File: src/rtl/packbits_pkg.sv
// Shared definitions for the PackBits decoder: FSM states, header constants
// and the header-to-count helper.
package packbits_pkg;

    typedef enum logic [2:0] {
        S_IDLE,
        S_HDR,
        S_LIT,
        S_RUNB,
        S_RUN,
        S_DONE
    } state_t;

    localparam logic [7:0] NOP_HDR = 8'h80;
    localparam int LIT_MAX = 128;
    localparam int RUN_MAX = 128;
    localparam int HCNT_W = $clog2((LIT_MAX > RUN_MAX) ? LIT_MAX : RUN_MAX) + 1;
    localparam int DEF_NUM_PIXELS = 16384;

    typedef logic [HCNT_W-1:0] hcnt_t;

    // Literal headers carry count-1, run headers carry 1-count in two's complement.
    function automatic hcnt_t hdrCount(input logic [7:0] h);
        logic [7:0] w_lit;
        logic [7:0] w_run;
        w_lit = h + 8'd1;
        w_run = 8'd1 - h;
        return h[7] ? hcnt_t'(w_run) : hcnt_t'(w_lit);
    endfunction

endpackage

File: src/rtl/packbits_decoder_if.sv
// Compressed-byte input stream and decoded-pixel output stream of the decoder.
interface packbits_decoder_if;
    logic [7:0] comp_data;
    logic       comp_vld;
    logic       comp_done;
    logic [7:0] pix_data;
    logic       pix_valid;
    logic       pix_ready;

    modport master (
        output comp_data, comp_vld, comp_done, pix_ready,
        input  pix_data, pix_valid
    );

    modport slave (
        input  comp_data, comp_vld, comp_done, pix_ready,
        output pix_data, pix_valid
    );
endinterface

File: src/rtl/packbits_decoder_byte_fifo.sv
// Synchronous byte FIFO with clear; a write during clear becomes the sole entry.
module byte_fifo #(
    parameter int DEPTH = 16,
    parameter int WIDTH = 8
) (
    input  logic             clk,
    input  logic             rst,
    input  logic             i_clr,
    input  logic             i_wr,
    input  logic [WIDTH-1:0] i_wdata,
    input  logic             i_rd,
    output logic [WIDTH-1:0] o_rdata,
    output logic             o_empty,
    output logic             o_overflow
);
    localparam int AW = $clog2(DEPTH);
    localparam logic [AW:0] PTR_ONE = 1;

    logic [AW:0]      r_wrPtr;
    logic [AW:0]      r_rdPtr;
    logic [WIDTH-1:0] r_mem [DEPTH];
    logic             w_full;
    logic             w_doRd;
    logic             w_doWr;
    logic             w_memWr;
    logic [AW-1:0]    w_wrIdx;

    assign o_empty    = (r_wrPtr == r_rdPtr);
    assign w_full     = (r_wrPtr[AW] != r_rdPtr[AW]) && (r_wrPtr[AW-1:0] == r_rdPtr[AW-1:0]);
    assign w_doRd     = i_rd && !o_empty;
    assign w_doWr     = i_wr && (!w_full || w_doRd);
    assign o_overflow = i_wr && !i_clr && !w_doWr;
    assign o_rdata    = r_mem[r_rdPtr[AW-1:0]];
    assign w_memWr    = i_clr ? i_wr : w_doWr;
    assign w_wrIdx    = i_clr ? '0 : r_wrPtr[AW-1:0];

    always_ff @(posedge clk) begin
        if (rst) begin
            r_wrPtr <= '0;
            r_rdPtr <= '0;
        end else if (i_clr) begin
            r_rdPtr <= '0;
            r_wrPtr <= i_wr ? PTR_ONE : '0;
        end else begin
            if (w_doWr) r_wrPtr <= r_wrPtr + PTR_ONE;
            if (w_doRd) r_rdPtr <= r_rdPtr + PTR_ONE;
        end
    end

    always_ff @(posedge clk) begin
        if (w_memWr) r_mem[w_wrIdx] <= i_wdata;
    end
endmodule

File: src/rtl/packbits_decoder.sv
// PackBits decoder: expands the compressor's byte stream back into a raster
// pixel stream with a valid/ready output register and sticky error flags.
module packbits_decoder
    import packbits_pkg::*;
#(
    parameter int NUM_PIXELS = DEF_NUM_PIXELS,
    parameter int FIFO_DEPTH = 16,
    parameter int CNT_W      = 15
) (
    input  logic                clk,
    input  logic                rst,
    input  logic                i_start,
    packbits_decoder_if.slave   bus,
    output logic                o_busy,
    output logic                o_done,
    output logic                o_err_overflow,
    output logic                o_err_overrun,
    output logic                o_err_underrun
);
    localparam hcnt_t            CNT_ONE = hcnt_t'(1);
    localparam logic [CNT_W-1:0] PIX_ONE = CNT_W'(1);
    localparam logic [CNT_W-1:0] PIX_LAST = CNT_W'(NUM_PIXELS - 1);

    state_t           r_state, w_next;
    hcnt_t            r_cnt, w_cnt;
    logic [7:0]       r_runByte;
    logic [CNT_W-1:0] r_pixCnt;
    logic [7:0]       r_pixData;
    logic             r_pixValid;
    logic             r_done, r_ended, r_compDone;
    logic             r_errOverflow, r_errOverrun, r_errUnderrun;

    logic [7:0] w_fifoData, w_emitData;
    logic       w_fifoEmpty, w_fifoDrop, w_pop, w_emit, w_latchRun;
    logic       w_setOverrun, w_setUnderrun, w_setEnded, w_doneNext;
    logic       w_outFree, w_last, w_starved, w_extra;

    byte_fifo #(.DEPTH(FIFO_DEPTH), .WIDTH(8)) u_fifo (
        .clk        (clk),
        .rst        (rst),
        .i_clr      (i_start),
        .i_wr       (bus.comp_vld),
        .i_wdata    (bus.comp_data),
        .i_rd       (w_pop),
        .o_rdata    (w_fifoData),
        .o_empty    (w_fifoEmpty),
        .o_overflow (w_fifoDrop)
    );

    assign w_outFree = !r_pixValid || bus.pix_ready;
    assign w_last    = (r_pixCnt == PIX_LAST);
    assign w_starved = w_fifoEmpty && r_compDone;
    assign w_extra   = r_ended && (!w_fifoEmpty || bus.comp_vld);

    always_ff @(posedge clk) begin
        if (rst) r_state <= S_IDLE;
        else     r_state <= w_next;
    end

    always_comb begin
        w_next        = r_state;
        w_cnt         = r_cnt;
        w_pop         = 1'b0;
        w_emit        = 1'b0;
        w_emitData    = w_fifoData;
        w_latchRun    = 1'b0;
        w_setOverrun  = 1'b0;
        w_setUnderrun = 1'b0;
        w_setEnded    = 1'b0;
        w_doneNext    = 1'b0;
        if (i_start) begin
            w_next = S_HDR;
        end else begin
            case (r_state)
                S_IDLE: begin
                    w_pop        = !w_fifoEmpty;
                    w_setOverrun = w_extra;
                end
                S_HDR: begin
                    if (!w_fifoEmpty) begin
                        w_pop = 1'b1;
                        if (w_fifoData != NOP_HDR) begin
                            w_cnt  = hdrCount(w_fifoData);
                            w_next = w_fifoData[7] ? S_RUNB : S_LIT;
                        end
                    end else if (r_compDone) begin
                        w_setUnderrun = 1'b1;
                        w_next        = S_DONE;
                    end
                end
                S_LIT: begin
                    if (!w_fifoEmpty && w_outFree) begin
                        w_pop  = 1'b1;
                        w_emit = 1'b1;
                        w_cnt  = r_cnt - CNT_ONE;
                        if (w_cnt == '0) w_next = S_HDR;
                    end else if (w_starved) begin
                        w_setUnderrun = 1'b1;
                        w_next        = S_DONE;
                    end
                end
                S_RUNB: begin
                    if (!w_fifoEmpty && w_outFree) begin
                        w_pop      = 1'b1;
                        w_emit     = 1'b1;
                        w_latchRun = 1'b1;
                        w_cnt      = r_cnt - CNT_ONE;
                        w_next     = S_RUN;
                    end else if (w_starved) begin
                        w_setUnderrun = 1'b1;
                        w_next        = S_DONE;
                    end
                end
                S_RUN: begin
                    if (w_outFree) begin
                        w_emit     = 1'b1;
                        w_emitData = r_runByte;
                        w_cnt      = r_cnt - CNT_ONE;
                        if (w_cnt == '0) w_next = S_HDR;
                    end
                end
                S_DONE: begin
                    w_pop        = !w_fifoEmpty;
                    w_setOverrun = w_extra;
                    if (w_outFree) begin
                        w_doneNext = 1'b1;
                        w_next     = S_IDLE;
                    end
                end
                default: w_next = S_IDLE;
            endcase
            // The image ends on its last pixel even if the current code has counts left.
            if (w_emit && w_last) begin
                w_next       = S_DONE;
                w_setEnded   = 1'b1;
                w_setOverrun = (w_cnt != '0);
            end
        end
    end

    always_ff @(posedge clk) begin
        if (rst) begin
            r_cnt         <= '0;
            r_runByte     <= '0;
            r_pixCnt      <= '0;
            r_pixData     <= '0;
            r_pixValid    <= 1'b0;
            r_done        <= 1'b0;
            r_ended       <= 1'b0;
            r_compDone    <= 1'b0;
            r_errOverflow <= 1'b0;
            r_errOverrun  <= 1'b0;
            r_errUnderrun <= 1'b0;
        end else if (i_start) begin
            r_cnt         <= '0;
            r_pixCnt      <= '0;
            r_pixValid    <= 1'b0;
            r_done        <= 1'b0;
            r_ended       <= 1'b0;
            r_compDone    <= 1'b0;
            r_errOverflow <= 1'b0;
            r_errOverrun  <= 1'b0;
            r_errUnderrun <= 1'b0;
        end else begin
            r_cnt  <= w_cnt;
            r_done <= w_doneNext;
            if (w_latchRun) r_runByte <= w_fifoData;
            if (w_emit) begin
                r_pixData  <= w_emitData;
                r_pixValid <= 1'b1;
                r_pixCnt   <= r_pixCnt + PIX_ONE;
            end else if (bus.pix_ready) begin
                r_pixValid <= 1'b0;
            end
            if (w_setEnded)    r_ended       <= 1'b1;
            if (bus.comp_done) r_compDone    <= 1'b1;
            if (w_fifoDrop)    r_errOverflow <= 1'b1;
            if (w_setOverrun)  r_errOverrun  <= 1'b1;
            if (w_setUnderrun) r_errUnderrun <= 1'b1;
        end
    end

    assign bus.pix_data   = r_pixData;
    assign bus.pix_valid  = r_pixValid;
    assign o_busy         = (r_state != S_IDLE);
    assign o_done         = r_done;
    assign o_err_overflow = r_errOverflow;
    assign o_err_overrun  = r_errOverrun;
    assign o_err_underrun = r_errUnderrun;
endmodule

File: src/flat_wrapper.sv
// flat-port wrapper written by rule: the top's interface ports become plain ports
module packbits_decoder_flat import packbits_pkg::*;
#(
    parameter int NUM_PIXELS = DEF_NUM_PIXELS,
    parameter int FIFO_DEPTH = 16,
    parameter int CNT_W      = 15
)
  (clk, rst, i_start, o_busy, o_done, o_err_overflow, o_err_overrun, o_err_underrun, bus_comp_data, bus_comp_vld, bus_comp_done, bus_pix_ready, bus_pix_data, bus_pix_valid);
  packbits_decoder_if bus_i ();
  input  logic clk;
  input  logic rst;
  input  logic i_start;
  output logic o_busy;
  output logic o_done;
  output logic o_err_overflow;
  output logic o_err_overrun;
  output logic o_err_underrun;
  input wire logic [$bits(bus_i.comp_data)-1:0] bus_comp_data;
  input wire logic [$bits(bus_i.comp_vld)-1:0] bus_comp_vld;
  input wire logic [$bits(bus_i.comp_done)-1:0] bus_comp_done;
  input wire logic [$bits(bus_i.pix_ready)-1:0] bus_pix_ready;
  output wire logic [$bits(bus_i.pix_data)-1:0] bus_pix_data;
  output wire logic [$bits(bus_i.pix_valid)-1:0] bus_pix_valid;
  assign bus_i.comp_data = bus_comp_data;
  assign bus_i.comp_vld = bus_comp_vld;
  assign bus_i.comp_done = bus_comp_done;
  assign bus_i.pix_ready = bus_pix_ready;
  assign bus_pix_data = bus_i.pix_data;
  assign bus_pix_valid = bus_i.pix_valid;
  packbits_decoder #(.NUM_PIXELS(NUM_PIXELS), .FIFO_DEPTH(FIFO_DEPTH), .CNT_W(CNT_W)) u_core (.clk(clk), .rst(rst), .i_start(i_start), .bus(bus_i), .o_busy(o_busy), .o_done(o_done), .o_err_overflow(o_err_overflow), .o_err_overrun(o_err_overrun), .o_err_underrun(o_err_underrun));
endmodule
File: config.mk
export PLATFORM = sky130hd
export DESIGN_NAME = packbits_decoder_flat
export DESIGN_NICKNAME = d
export VERILOG_FILES = /design/src/rtl/packbits_pkg.sv /design/src/rtl/packbits_decoder_if.sv /design/src/rtl/packbits_decoder_byte_fifo.sv /design/src/rtl/packbits_decoder.sv /design/src/flat_wrapper.sv
export SDC_FILE = /design/constraint.sdc
export NUM_CORES = 1
export LEC_CHECK = 0
export ABC_AREA = 0
export CAP_MARGIN = 20
export CORE_ASPECT_RATIO = 1.25
export CORE_MARGIN = 3
export CORE_UTILIZATION = 35
export CTS_CLUSTER_DIAMETER = 120
export CTS_CLUSTER_SIZE = 28
export DETAILED_ROUTE_END_ITERATION = 8
export GPL_ROUTABILITY_DRIVEN = 0
export GPL_TIMING_DRIVEN = 0
export PLACE_DENSITY = 0.47
export SYNTH_ARGS = -nofsm -noshare
export SYNTH_HDL_FRONTEND = slang
export SYNTH_HIERARCHICAL = 1
export SYNTH_SLANG_ARGS = --single-unit
File: constraint.sdc
create_clock -name clk -period 7 [get_ports clk]
set_input_delay 0.7 -clock clk [delete_from_list [all_inputs] [get_ports clk]]
set_output_delay 0.7 -clock clk [all_outputs]
set_load 0.05 [all_outputs]
==> flow_summary.toml, run 1 <==
[outcome]
outcome = "complete, no violations"

[cells_and_area]
final_area_um2 = 10000
insertedDiodeCount = 0
syn_to_final_growth_pct = 17.0
drive_above_1_share = 0.137
nets = 712
final_util = 0.420

[routing]
firstDrtPassIters = 6
vias_per_cell = 5.27
ant_nets = 0
drc_errors = 0
routed_wl_um = 19900
drt_iter0_drc = 297
wl_per_cell_um = 19.3
num_vias = 5412

[die]
boundaryPins = 28
rows = 63
start_util = 0.359
core_um2 = 23900
die_height_um = 181
die_area_um2 = 26400
die_w_um = 146

[sta]
hold_viol_final = 0
period_minus_slack_ns = 4.36
clock_skew_ns = 0.0111
finalSetupViolCount = 0
layout_setup_ws_ns = 2.64
slew_headroom = 0.267
tightestPinTransition_ns = 1.10
drv_slew = 0
period_share = 0.623
tns_ns = 0
fmax_mhz = 229
rsz0062_at_grt = "no"

[run]
cap_violations = 0

[grt]
grt_max_degree = 21
antenna_found_initial = 0
grt-ovfl-total = 0
grt_pass1_wl_um = 31300
grt_usage = 0.154
grt_pass1_vias = 5592

[clock_tree]
cts_tree = "built"
clk_latency_ns = 0.43
cts_resized = 0
htree_levels = 4
cts_buffer_depth = 2
numClockSinks = 191
cts.clk_slew.worst_paths_ns = 0.07
hold_buffers = 0
postCtsSetupBuffers = 0
cts_root_buf = "clkbuf_16"
numCtsBuffers = 17

[worst_setup_path]
endpoint = "u_core/o_err_overrun"
critical_path.top_delay_family = "compound AO/OA/AOI/OAI gates"
worst_path_largest_cell_delay_ns = 0.65
path_class = "reg -> reg"
r2r-end = "u_core/o_err_overrun"
critPathRequiredTime_ns = 7.30
cp-end-kind = "register"
path_max_fanout = 10
crit_arrival_ns = 4.66
worstSetupPathDepth = 10
crit_path_top_delay_cell = "or4_1"
worstRegToRegCells = 10
start_kind = "register"
path_buf_inv = 2
r2r_slack_ns = 2.64
crit_chain = "buf_1, mux4_2, mux4_2, clkbuf_1, or4_1, o21ai_2, a21oi_1, a211o_1, a2111oi_0, a21oi_1"

[placed_design]
post-place-ws_ns = 2.64
io_buffers = 27
place_hpwl_um = 14500
placed_cell_area_um2 = 9420

[logic_synthesis]
syn-num-nets = 653
ys.warnings.count = 6
async_reset_ff_frac = 0
ys_seq_area_frac = 0.596
synthFlopType = "edfxtp_1"
synth_cell_type_count = 60
ys_seq_elements = 191
synth_edf_count = 128
synth_area_per_cell_um2 = 13.6
synth_cells = 630
syn-cell-area_um2 = 8570

[pwr]
power_leakage_nw = 3.29
peakVddDrop_mv = 0.164
power_per_cell_area_nw_per_um2 = 234

[min_path]
hold_path.class = "reg -> reg"
[sequential cells by signal (all words and copies together), names as in the netlist, 3 cells and up, named ones only]
name	count
u_core/u_fifo/r_mem	128
u_core/r_state	3
u_core/r_pixCnt	15
u_core/r_runByte	8
u_core/r_cnt	8
u_core/u_fifo/r_wrPtr	5
u_core/u_fifo/r_rdPtr	5
u_core/bus.pix_data	8
[worst reg2reg max path, cell delays in order (launching register included)]
cell	delay (ns)
dfxtp_1	0.48
buf_1	0.58
mux4_2	0.41
mux4_2	0.52
clkbuf_1	0.24
or4_1	0.65
o21ai_2	0.41
a21oi_1	0.09
a211o_1	0.30
a2111oi_0	0.43
a21oi_1	0.11
[synth_stat cells (9+ instances only)]
cell / instances / area (um^2)
edfxtp_1: 128 / 3840
or3_1: 16 / 100
a21oi_1: 31 / 155
mux2i_1: 25 / 250
clkbuf_1: 22 / 82.6
nor4_1: 15 / 93.8
nor3_1: 13 / 65.1
mux4_1: 24 / 631
xnor2_1: 11 / 96.3
o21ai_0: 15 / 75.1
dfxtp_1: 63 / 1260
inv_1: 17 / 63.8
nor2_1: 59 / 221
ha_1: 9 / 113
mux4_2: 16 / 360
nand2_1: 26 / 97.6
nand3_1: 13 / 65.1
nand4_1: 16 / 100
[worst min path at each step]
stage | slack [ns] | end | cells past startpoint | startpoint
floorplan | 0.44 | u_core/r_ended | 2 | u_core/r_ended
global placement | 0.46 | u_core/o_err_underrun | 2 | u_core/o_err_underrun
detailed placement | 0.47 | u_core/o_err_underrun | 2 | u_core/o_err_underrun
CTS | 0.48 | u_core/o_err_underrun | 2 | u_core/o_err_underrun
global route | 0.51 | u_core/o_err_underrun | 2 | u_core/o_err_underrun
finish | 0.48 | u_core/o_err_underrun | 2 | u_core/o_err_underrun
[where the power goes]
group	internal (mW)	switching, mW	leakage [nW]	total, mW
clock	0.517	0.469	0.300	0.986
combinational	0.0539	0.0955	1.32	0.149
sequential	1.21	0.00490	1.66	1.21
[layer usage]
layer / global-route usage / share of wire
met5: 0 / 0
met4: 0.0468 / 0.013
met3: 0.0276 / 0.025
met2: 0.295 / 0.56
met1: 0.172 / 0.40
[through the flow]
| step | total power [mW] | std cells | hold slack [ns] |
|---|---|---|---|
| finish | 2.35 | 1027 | 0.476 |
| global route | 2.45 | 1027 | 0.506 |
| CTS | 2.38 | 1027 | 0.483 |
| detailed placement | 1.39 | 995 | 0.466 |
| global placement | 1.38 | 982 | 0.463 |
| floorplan | 1.33 | 630 | 0.441 |
[logic make-up (layout without fill, tap and decap cells)]
kind of cell / Yosys count / after routing / share of synthesized area
and+or+nand+nor: 199 / 199 / 0.123
DFF: 191 / 191 / 0.596
muxes: 68 / 68 / 0.149
AOI/OAI and AO/OA: 89 / 89 / 0.0659
buffers and inverters: 54 / 126 / 0.0320
adders and majority gates: 9 / 9 / 0.0131
xor gates and xnor gates: 20 / 20 / 0.0213
[cells in the final DEF, fill, tap and decap left out, types with 7 or more instances in the layout]
master,count
edfxtp_1,128
dfxtp_1,63
nor2_1,59
a21oi_1,31
clkdlybuf4s50_1,27
nand2_1,26
mux2i_1,25
mux4_1,24
clkbuf_1,22
clkbuf_16,17
inv_1,17
nand4_1,16
or3_1,16
mux4_2,16
o21ai_0,15
nand3_1,13
buf_4,13
nor3_1,11
xnor2_1,11
ha_1,9
xor2_1,8
a211oi_1,8
nor4_1,8
nand2b_1,7
nor4_2,7
[final cells by class]
class	instances	area, um^2
Tap cell	325	407
Clock inverter	15	184
Inverter	17	63.8
Sequential cell	191	5100
Buffer	37	210
Multi-Input combinational cell	385	3270
Clock buffer	17	425
Timing Repair Buffer	40	365
Fill cell	2184	13900
No activity file was read; power rests on OpenSTA's default activity.
==> run 2: changes to the inputs <==
==> constraint.sdc (replaced) <==
create_clock -name clk -period 4.13 [get_ports clk]
set_input_delay 0.413 -clock clk [delete_from_list [all_inputs] [get_ports clk]]
set_output_delay 0.413 -clock clk [all_outputs]
set_load 0.05 [all_outputs]
==> flow_summary.toml, run 2 (synthesized netlist as in run 1, its figures left out) <==
[outcome]
outcome = "complete, no violations"

[pwr]
total_power_mw = 3.99
power_leakage_nw = 3.31
peakVddDrop_mv = 0.279
power_per_cell_area_nw_per_um2 = 396

[clock_tree]
cts.clk_slew.worst_paths_ns = 0.08
cts_root_buf = "clkbuf_16"
numClockSinks = 191
htree_levels = 4
cts_tree = "built"
cts_buffer_depth = 2
hold_buffers = 0
numCtsBuffers = 17
clk_latency_ns = 0.43

[run]
cap_violations = 0

[cells_and_area]
drive_above_1_share = 0.146
layout_commonest_cell = "edfxtp_1"
final_util = 0.421
final_area_um2 = 10100
largest_registers = "u_core/u_fifo/r_mem: 128 flops, u_core/r_pixCnt: 15 flops"
syn_to_final_growth_pct = 17.5
final_cell_mix = "edfxtp_1, dfxtp_1, nor2_1"
insertedDiodeCount = 0
largest_reg_flops = 128
regMostFlops = "u_core/u_fifo/r_mem"
nets = 714

[routing]
firstDrtPassIters = 5
vias_per_cell = 5.25
wl_per_cell_um = 19.3
drc_errors = 0
num_vias = 5407
routed_wl_um = 19800
ant_nets = 0
drt_iter0_drc = 313

[sta]
rsz0062_at_grt = "no"
drv_slew = 0
slew_headroom = 0.259
clock_skew_ns = 0.0117
tightestPinTransition_ns = 1.11
hold_viol_final = 0
fmax_mhz = 258
period_share = 0.938
period_minus_slack_ns = 3.87
finalSetupViolCount = 0

[placed_design]
placed_cell_area_um2 = 9420
place_hpwl_um = 14500
io_buffers = 27

[grt]
grt_max_degree = 21
grt_usage = 0.154
grt_pass1_vias = 5595
grt-ovfl-total = 0
grt_pass1_wl_um = 31300
antenna_found_initial = 0

[worst_setup_path]
critPathRequiredTime_ns = 4.44
cp-end-kind = "register"
crit_arrival_ns = 4.18
path_class = "reg -> reg"
start_kind = "register"
path_max_fanout = 10

[die]
boundaryPins = 28
die_w_um = 146
die_area_um2 = 26400
die_height_um = 181
start_util = 0.359
rows = 63
core_um2 = 23900

[min_path]
hp-start = "u_core/o_err_underrun"
hold_path.class = "reg -> reg"
==> run 2: cell types whose count changed in the layout (fill, tap and decap cells not counted), sizes merged <==
cell	before	now
buf	28	30
==> run 2: path summary, 6_finish.rpt <==
| path | end | slack (ns) | depth (start not counted) |
|---|---|---|---|
| hold / removal | u_core/o_err_underrun | 0.48 | 2 |
| setup reg to reg | u_core/o_err_overrun | 0.26 | 11 |
| setup / recovery | u_core/o_err_overrun | 0.26 | 11 |
| hold reg to reg | u_core/o_err_underrun | 0.48 | 2 |
==> run 2: area by class of cell <==
class	count	area, um^2
clock inverters	15	184
inverters	17	63.8
flip-flops and latches	191	5100
plain buffers	37	214
multi-input cells	385	3280
repair buffers	42	380
clock buffers	17	425
fillers	2184	13800
well taps	325	407
==> run 2: worst max-delay path, cell delays in order, from the launching register on <==
cell	delay [ns]
dfxtp_1	0.34
buf_6	0.15
buf_8	0.17
mux4_1	0.63
mux4_2	0.53
clkbuf_1	0.24
or4_4	0.61
o21a_1	0.30
a221oi_1	0.34
nand4_1	0.13
nor4_1	0.19
a21oi_1	0.10
==> run 2: per-stage QoR <==
step	setup WS, ns	instances	hold slack, ns	setup TNS (ns)
4_1_cts	0.0456	1027	0.483	0
5_1_grt	0.0842	1029	0.506	0
3_5_place_dp	-0.232	995	0.466	-0.232
3_3_place_gp	-0.395	982	0.463	-22.96
2_1_floorplan	0.662	630	0.441	0
6_report	0.258	1029	0.475	0
==> run 2: what timing repair did <==
action,in CTS,in global routing
endpoints found under the setup margin,2,2
pin swaps,0,1
setup buffers,0,2
resized for setup,5,3
==> run 2: routing by layer <==
metal	GRT usage	up-vias	wire length, um
met1	0.172	2723	7840
met3	0.0276	19	508
met4	0.0468	0	287
li1	-	2579	-
met5	0	-	0
met2	0.295	86	11200
==> run 2: power breakdown <==
group	switching [mW]	leakage [nW]	internal, mW
logic	0.163	1.34	0.0950
registers	0.00831	1.66	2.05
clock network	0.795	0.300	0.876
total	0.967	3.31	3.02
